[config.mk]
export PLATFORM = sky130hd
export DESIGN_NAME = if_fetch
export DESIGN_NICKNAME = d
export VERILOG_FILES = /design/src/rtl/if_fetch.sv
export SDC_FILE = /design/constraint.sdc
export NUM_CORES = 1
export LEC_CHECK = 0
export BUFFER_PORTS_ARGS = -buffer_cell sky130_fd_sc_hd__buf_2
export CAP_MARGIN = 5
export CORE_ASPECT_RATIO = 1.2
export CORE_MARGIN = 3
export CORE_UTILIZATION = 51
export DETAILED_ROUTE_END_ITERATION = 12
export PLACE_DENSITY = 0.93
export REMOVE_ABC_BUFFERS = 1
export SYNTH_ARGS = -nofsm -noshare
export SYNTH_HDL_FRONTEND = slang
export SYNTH_SLANG_ARGS = --single-unit
[constraint.sdc]
create_clock -name clk -period 2.75 [get_ports clk]
set_input_delay 0.825 -clock clk [delete_from_list [all_inputs] [get_ports clk]]
set_output_delay 0.825 -clock clk [all_outputs]
set_load 0.05 [all_outputs]
[src/rtl/if_fetch.sv]
// Instruction-fetch stage: owns the PC and the IF/ID pipeline register.
// One action per edge: branch redirect, jump redirect, hold, memory wait, or fetch.
module if_fetch #(
    parameter logic [31:0] RESET_PC = 32'h0000_0000,
    parameter logic [31:0] NOP_WORD = 32'h0000_0000
) (
    input  logic        clk,
    input  logic        rst_n,
    output logic [31:0] IM_Addr,
    input  logic [31:0] IM_Data,
    input  logic        IM_Ready,
    input  logic        Stall,
    input  logic        Jump,
    input  logic [31:0] JumpTarget,
    input  logic        BranchTaken,
    input  logic [31:0] BranchTarget,
    output logic [31:0] IF_Order,
    output logic [31:0] IF_PC4,
    output logic        IF_Valid,
    output logic [31:0] PC
);

    localparam logic [31:0] RESET_PC_ALIGNED = {RESET_PC[31:2], 2'b00};

    logic [31:0] pcReg;
    logic [31:0] pcPlus4;
    logic [31:0] orderReg;
    logic [31:0] pc4Reg;
    logic        validReg;

    // Targets are forced word aligned, so their low bits never reach the PC.
    logic unusedLowBits;
    assign unusedLowBits = ^{BranchTarget[1:0], JumpTarget[1:0]};

    assign pcPlus4 = pcReg + 32'd4;

    always_ff @(posedge clk or negedge rst_n) begin
        if (!rst_n) begin
            pcReg    <= RESET_PC_ALIGNED;
            orderReg <= NOP_WORD;
            pc4Reg   <= 32'd0;
            validReg <= 1'b0;
        end else if (BranchTaken) begin
            // The branch is older than the jump in ID, so it wins.
            pcReg    <= {BranchTarget[31:2], 2'b00};
            orderReg <= NOP_WORD;
            pc4Reg   <= 32'd0;
            validReg <= 1'b0;
        end else if (Jump) begin
            pcReg    <= {JumpTarget[31:2], 2'b00};
            orderReg <= NOP_WORD;
            pc4Reg   <= 32'd0;
            validReg <= 1'b0;
        end else if (Stall) begin
            pcReg    <= pcReg;
            orderReg <= orderReg;
            pc4Reg   <= pc4Reg;
            validReg <= validReg;
        end else if (!IM_Ready) begin
            orderReg <= NOP_WORD;
            pc4Reg   <= 32'd0;
            validReg <= 1'b0;
        end else begin
            pcReg    <= pcPlus4;
            orderReg <= IM_Data;
            pc4Reg   <= pcPlus4;
            validReg <= 1'b1;
        end
    end

    assign PC       = pcReg;
    assign IM_Addr  = pcReg;
    assign IF_Order = orderReg;
    assign IF_PC4   = pc4Reg;
    assign IF_Valid = validReg;

endmodule
---- Yosys cells after proc, flatten, opt, wreduce, memory -nomap -nowiden ----
Index checks and enable logic that the tools add are counted.
Widths: inputs -> output; s select.
operators by class
  $add $sub $neg .......................... 1
  eq/ne operators ......................... 1
  multiplexer cells ....................... 16
  reduce and logical (&&, ||, !) cells .... 2
operators by type and width
  kind                   number
  $mux 32                12
  $add 32x3->32 const B  1
  $mux 1                 4
  $ne 3x1->1 const B     1
  $reduce_bool 3->1      1
  $reduce_and 2->1       1
storage, ports and cells
  register bits after elaboration ......... 97
  input port bits ......................... 102
  output and inout port bits .............. 129

---- Depth between registers and ports, before layout ----
Gate-level depths: netlist of the first run.
  depth in word-level cells ............... 5
  mapped depth ............................ 7

---- Least setup slack after synthesis of the first run ----
No wires, ideal clock.
  kind .................................... register -> register
  start ................................... register pcReg[2] (netlist: IM_Addr[2])
  end ..................................... register pcReg[18] (netlist: IM_Addr[18])
  arrival ................................. 2.070 ns
  setup slack ............................. 0.558 ns
  stages on the path, launching flop included .. 7
  buffers on the path ..................... 0
  cells stage by stage .................... dfrtp_1 ha_1 nand3_4 nor4_4 and2_1 a31oi_1 o22a_1
on the way
  longest elaborated chain between the ends .. 5
ends and longest elaborated chain
  what                    RTL line  RTL
  from (decl)             25        logic [31:0] pcReg;
  from (signal assigned)  45        pcReg <= {BranchTarget[31:2], 2'b00};
  from (signal assigned)  50        pcReg <= {JumpTarget[31:2], 2'b00};
  from (signal assigned)  55        pcReg <= pcReg;
  $add 32x3->32           35        assign pcPlus4 = pcReg + 32'd4;
  $mux 32                 59        end else if (!IM_Ready) begin
  $mux 32                 54        end else if (Stall) begin
  $mux 32                 49        end else if (Jump) begin
  $mux 32                 43        end else if (BranchTaken) begin
Every way passes these cells. The select of a mux whose other input is x is not followed.
A chain may end at the register's enable or synchronous reset.

---- Worst setup path after layout of the first run ----
  start ................................... register pcReg[2] (netlist: IM_Addr[2])
  end ..................................... register pcReg[26] (netlist: IM_Addr[26])
The elaborated chain is that of the path after synthesis.

==> metrics.txt, run 1 <==
outcome=finished clean; CTS tree=done; worst r2r path cells=6; Setup Buffers After CTS=0; Final Hold Violating Endpoints=0; antenna-violating nets left=0; Post-synth EDFFs=0; Max IR drop VDD=0.363 mV; f_max=0.468 GHz; most frequent cell after synthesis=dfrtp_1; post-route insts no fill=834; Initial Util=0.526; CP Capture Type=flip-flop; Antenna diodes=0; clk buf depth=2; YS warnings=0; Hold WC Path Type=primary input to asynchronous set/reset pin; count of final setup violators=0; synthesized netlist cell count=512; Clock transition at path regs=0.07 ns; Synth Area per Inst=9.82 um2; Rows=39; worst r2r src=IM_Addr[2]; largest cells by area after synthesis=dfrtp_1, a22o_1, buf_4; Core Footprint=0.00956 mm2; die width=96.6 um; Remaining DRCs=0; global-route wire length before repair=25,300 um; number of I/O port buffers=222; Leak=0.00324 uW; RSZ-0062 raised after global routing=no; drt first pass iters=5; First DRT Iteration DRCs=319; Synth top area share=0.468; r2r endpoint=IM_Addr[26]; CTS root buffer=clkbuf_16; GR Layer Usage met1=0.369; Reg area=0.00235 mm2; synth cell count leaders=dfrtp_1, nand2_1, a22o_1; Yosys cell types=55; Setup TNS Final=0 ns; final slew viol count=0; die area=0.0111 mm2; nets=809; register area share after synthesis=0.468; H-tree levels=3; DP Wirelength=11,700 um; Slew @ Worst Pin=0.521 ns; WL final=15,700 um; largest net degree at the start of global routing=43; initial antenna violation count=0; Reg2Reg Setup Slack=0.61 ns; Multi-input gate area=0.00228 mm2; busiest grt layer=met2; Fill cells=802; cell taking the most area after synthesis=dfrtp_1; vias in the first global route=4,859; Syn Std Cell Area=0.00503 mm2; Post-synth top flop=dfrtp_1; kind of start point of the critical path=flip-flop; dpl cells=818; vias per cell=5.80; Skew-Pair Late Insertion Delay=0.34 ns; met3 GRT Util=0.0473; synth-to-layout area growth=27.4%; worst rel slew slack=0.651; post-synthesis register bit count=94; fin crit share=0.778; share of layout cells above drive strength 1=0.388; Routed WL per cell=18.9 um; skew final=0.00831 ns; Worst Path Required=2.97 ns; Max FO, Critical Path=8; fraction of registers with async set or reset after synthesis=1.00; met2 Use GR=0.474; Vias=4,836; pwr/cell area=596 mW/mm2; clock sinks=94; post-cts hold buffer count=0; Data arrival, critical path=2.36 ns; total track usage=0.283; GR Overflow Total=0; total of max-cap violations=0; CP Class=flip-flop to flip-flop; post-cts resize count=0; CTS buffer count=9; Die Span Y=115 um; fin crit period=2.14 ns; I/O Pins=231; gpl congestion=0.924
-- placed cells by master, fill, tap and decap left out, types with 18 or more instances in the layout --
master   Yosys  final
a21oi_1     22     22
a22o_1      36     36
buf_2       10    221
buf_4       35     21
dfrtp_1     94     94
nand2_1     61     61
nand3_1     18     18
nor2_1      20     19
o21ai_0     22     22
o21ai_1     21     21
xor2_1      29     29
-- metal layers --
layer,routed length (um),share of wire
met5,0,0
met2,7840,0.50
met3,1250,0.080
met1,6310,0.40
met4,342,0.022
-- per-stage QoR --
step | utilization | hold WS (ns) | cell area [um2] | power (uW) | worst slack [ns]
after floorplan | - | 0.529 | 4650 | 2220 | -0.0311
after global placement | 0.639 | 0.460 | 6110 | 2560 | 0.393
after detailed placement | 0.639 | 0.458 | 6110 | 2580 | 0.384
after CTS | 0.670 | 0.409 | 6410 | 3830 | 0.587
after global routing | 0.670 | 0.429 | 6410 | 3960 | 0.473
final | 0.670 | 0.399 | 6410 | 3820 | 0.611
-- final cells by class --
class | count | share of cell area
tap | 123 | 0.0240
clock buffer | 10 | 0.0357
sequential | 94 | 0.367
clock inverter | 6 | 0.0109
timing repair buffer | 244 | 0.203
inverter | 5 | 0.00293
multi-input combinational | 352 | 0.356
-- state kept, by name, summed over array words and instances, names as in the netlist --
signal	flops
IF_Order	32
IM_Addr	30
IF_Valid	1
IF_PC4	31
-- report_power, final --
part	switching [uW]	total, uW	internal [uW]
Combinational	713	977	264
Sequential	130	1580	1450
Clock	553	1260	710
Total	1400	3820	2420
-- cells by family after synthesis --
logic type	count (synthesis)	synth area share
and+or+nand+nor	159	0.175
AOI/OAI and AO/OA	142	0.191
DFF	94	0.468
buffers and inverters	69	0.0816
xor gates and xnor gates	41	0.0714
muxes	5	0.0102
adders and majority gates	1	0.00249
other	1	0.000746
-- critical path: stages, from the launching register on --
cell and delay, ns:
dfrtp_1 0.50, ha_1 0.29, nand3_4 0.16, nor4_2 0.47, nand3_1 0.16, mux2i_1 0.16, a221o_1 0.28
-- worst max-delay path by stage --
| stage | depth (start not counted) | start | slack (ns) | to |
|---|---|---|---|---|
| after global placement | 6 | Stall | 0.39 | IM_Addr[26] |
| after CTS | 6 | IM_Addr[2] | 0.59 | IF_PC4[28] |
| after detailed placement | 6 | Stall | 0.38 | IM_Addr[26] |
| after floorplan | 4 | Jump | -0.03 | IF_Order[0] |
| after global routing | 6 | IM_Addr[2] | 0.47 | IF_PC4[28] |
| final | 6 | IM_Addr[2] | 0.61 | IM_Addr[26] |
Power figures use the tool's default switching activity.
==> inputs of run 2 (changes only) <==
--- a/config.mk
+++ b/config.mk
@@ -5,13 +5,14 @@
 export SDC_FILE = /design/constraint.sdc
 export NUM_CORES = 1
 export LEC_CHECK = 0
+export ABC_AREA = 1
 export BUFFER_PORTS_ARGS = -buffer_cell sky130_fd_sc_hd__buf_2
 export CAP_MARGIN = 5
 export CORE_ASPECT_RATIO = 1.2
 export CORE_MARGIN = 3
-export CORE_UTILIZATION = 51
+export CORE_UTILIZATION = 43
 export DETAILED_ROUTE_END_ITERATION = 12
-export PLACE_DENSITY = 0.93
+export PLACE_DENSITY = 0.84
 export REMOVE_ABC_BUFFERS = 1
 export SYNTH_ARGS = -nofsm -noshare
 export SYNTH_HDL_FRONTEND = slang
==> constraint.sdc (replaced) <==
create_clock -name clk -period 1.94 [get_ports clk]
set_input_delay 0.582 -clock clk [delete_from_list [all_inputs] [get_ports clk]]
set_output_delay 0.582 -clock clk [all_outputs]
set_load 0.05 [all_outputs]
==> metrics.txt, run 2 <==
CP Class=flip-flop to output port; f_max=0.561 GHz; antenna-violating nets left=0; Worst Path Required=1.36 ns; Crit path largest cell delay=0.53 ns; pwr/cell area=866 mW/mm2; flip-flop count of the largest register after layout=32; Skew-Pair Late Insertion Delay=0.34 ns; post-route insts no fill=991; post-cts hold buffer count=0; CP startpoint=IM_Addr[18]; clock sinks=94; Die Span Y=126 um; synth-to-layout area growth=27.8%; Rows=43; most frequent cell after synthesis=nand2_1; CTS root buffer=clkbuf_16; Vias=5,106; number of I/O port buffers=222; largest cells by area after synthesis=dfrtp_1, nand2_1, a22o_1; Post-synth top flop=dfrtp_1; largest net degree at the start of global routing=55; H-tree levels=3; drt first pass iters=5; total track usage=0.229; Post-synth EDFFs=0; Max FO, Critical Path=7; gpl congestion=0.881; fin crit share=0.919; Clock transition at path regs=0.07 ns; final setup margin=0.157 ns; Max IR drop VDD=0.424 mV; Syn Std Cell Area=0.00519 mm2; global-route wire length before repair=24,600 um; vias per cell=5.15; WL final=15,600 um; nets=932; cell taking the most area after synthesis=dfrtp_1; crit path max-delay cell type=dfrtp_1; most frequent cells in the layout=buf_2, nand2_1, nor2_1, dfrtp_1, a21oi_1; Setup Buffers After CTS=0; YS warnings=0; clk buf depth=2; Data arrival, critical path=1.20 ns; initial antenna violation count=0; most common cell after layout, fill and taps aside=buf_2; delay-heaviest family, CP=flip-flops; Sw Share=0.371; power share of the clock group=0.333; First DRT Iteration DRCs=298; Comb power frac=0.279; Reg power frac=0.388; DP Wirelength=11,700 um; worst slack, placed=0.132 ns; synthesized netlist cell count=640; GR Overflow Total=0; worst r2r src=IM_Addr[3]; die width=106 um; kind of start point of the critical path=flip-flop; vias in the first global route=5,011; fin crit period=1.78 ns; RSZ-0062 raised after global routing=no; skew final=0.00976 ns; P_int=3620 uW; post-synthesis register bit count=94; total of max-cap violations=0; register area share after synthesis=0.453; synth cell count leaders=nand2_1, nor2_1, dfrtp_1; Leak=0.00371 uW; CTS tree=done; Final Hold Violating Endpoints=0; CP Capture Type=output port; fraction of registers with async set or reset after synthesis=1.00; switching power total=2130 uW; worst path bufs/invs=1; count of final setup violators=0; CTS buffer count=9; Initial Util=0.445; dpl cells=975; Routed WL per cell=15.7 um; Hold WC Path Type=primary input to asynchronous set/reset pin; Yosys cell types=30; CP Cell Sequence=buf_2; Pwr Total=5750 uW; Synth top area share=0.453; final slew viol count=0; die area=0.0134 mm2; post-cts resize count=0; I/O Pins=231; outcome=finished clean; share of layout cells above drive strength 1=0.330; Synth Area per Inst=8.12 um2; Core Footprint=0.0117 mm2; Remaining DRCs=0; Antenna diodes=0
## run 2: logic make-up (layout without fill, tap and decap cells)
| group | count (synthesis) | after routing | synth area share |
|---|---|---|---|
| simple gates | 274 | 274 | 0.227 |
| flops | 94 | 94 | 0.453 |
| buf+inv | 109 | 300 | 0.112 |
| other cells | 1 | 4 | 0.000722 |
| xor+xnor | 6 | 6 | 0.0101 |
| compound gates | 155 | 155 | 0.195 |
| fa+ha+maj | 1 | 1 | 0.00241 |
## run 2: power groups by stage
stage | Combinational [uW] | Clock (uW) | Sequential (uW)
after global placement | 1590 | 0 | 2260
after floorplan | 426 | 0 | 2890
after global routing | 1710 | 2030 | 2250
after detailed placement | 1610 | 0 | 2270
final | 1600 | 1920 | 2230
after CTS | 1610 | 1940 | 2230
## run 2: stage by stage
stage	hold WS (ns)	setup TNS [ns]	area (um2)	utilization
6_report	0.157	0	6640	0.569
5_1_grt	0.180	0	6640	0.569
3_3_place_gp	0.453	0	6320	0.541
3_5_place_dp	0.455	0	6320	0.541
2_1_floorplan	0.286	-9.89	4790	-
4_1_cts	0.168	0	6640	0.569
## run 2: layer usage
metal	GRT usage	vias to the layer above	part of all wire
li1	-	2465	-
met1	0.276	2408	0.40
met2	0.408	196	0.52
met3	0.0229	37	0.054
met4	0.107	0	0.029
met5	0	-	0
## run 2: area by class of cell
cell class,count,area [um2]
Clock buffer,10,229
Clock inverter,6,92.6
Fill cell,1136,5030
Inverter,45,169
Multi-Input combinational cell,440,2270
Sequential cell,94,2350
Tap cell,157,196
Timing Repair Buffer,239,1330
## run 2: worst reg2reg max path, cell delays in order, from the launching register on
cell	delay (ns)
dfrtp_1	0.43
ha_1	0.22
nand2_2	0.09
inv_1	0.10
nand3_1	0.19
nor2_2	0.21
nand2_1	0.07
nand2_1	0.08
a21oi_1	0.08
a21o_1	0.15
## run 2: path summary, 6_finish.rpt
kind	end	slack [ns]	cells after the start
max	IM_Addr[18]	0.16	1
min	IF_Order[0]	0.16	1
max reg2reg	IF_PC4[24]	0.21	9
min reg2reg	IF_Valid	0.47	2
max in group asynchronous	IF_PC4[15]	1.25	2
min in group clk	IF_Order[25]	0.45	2
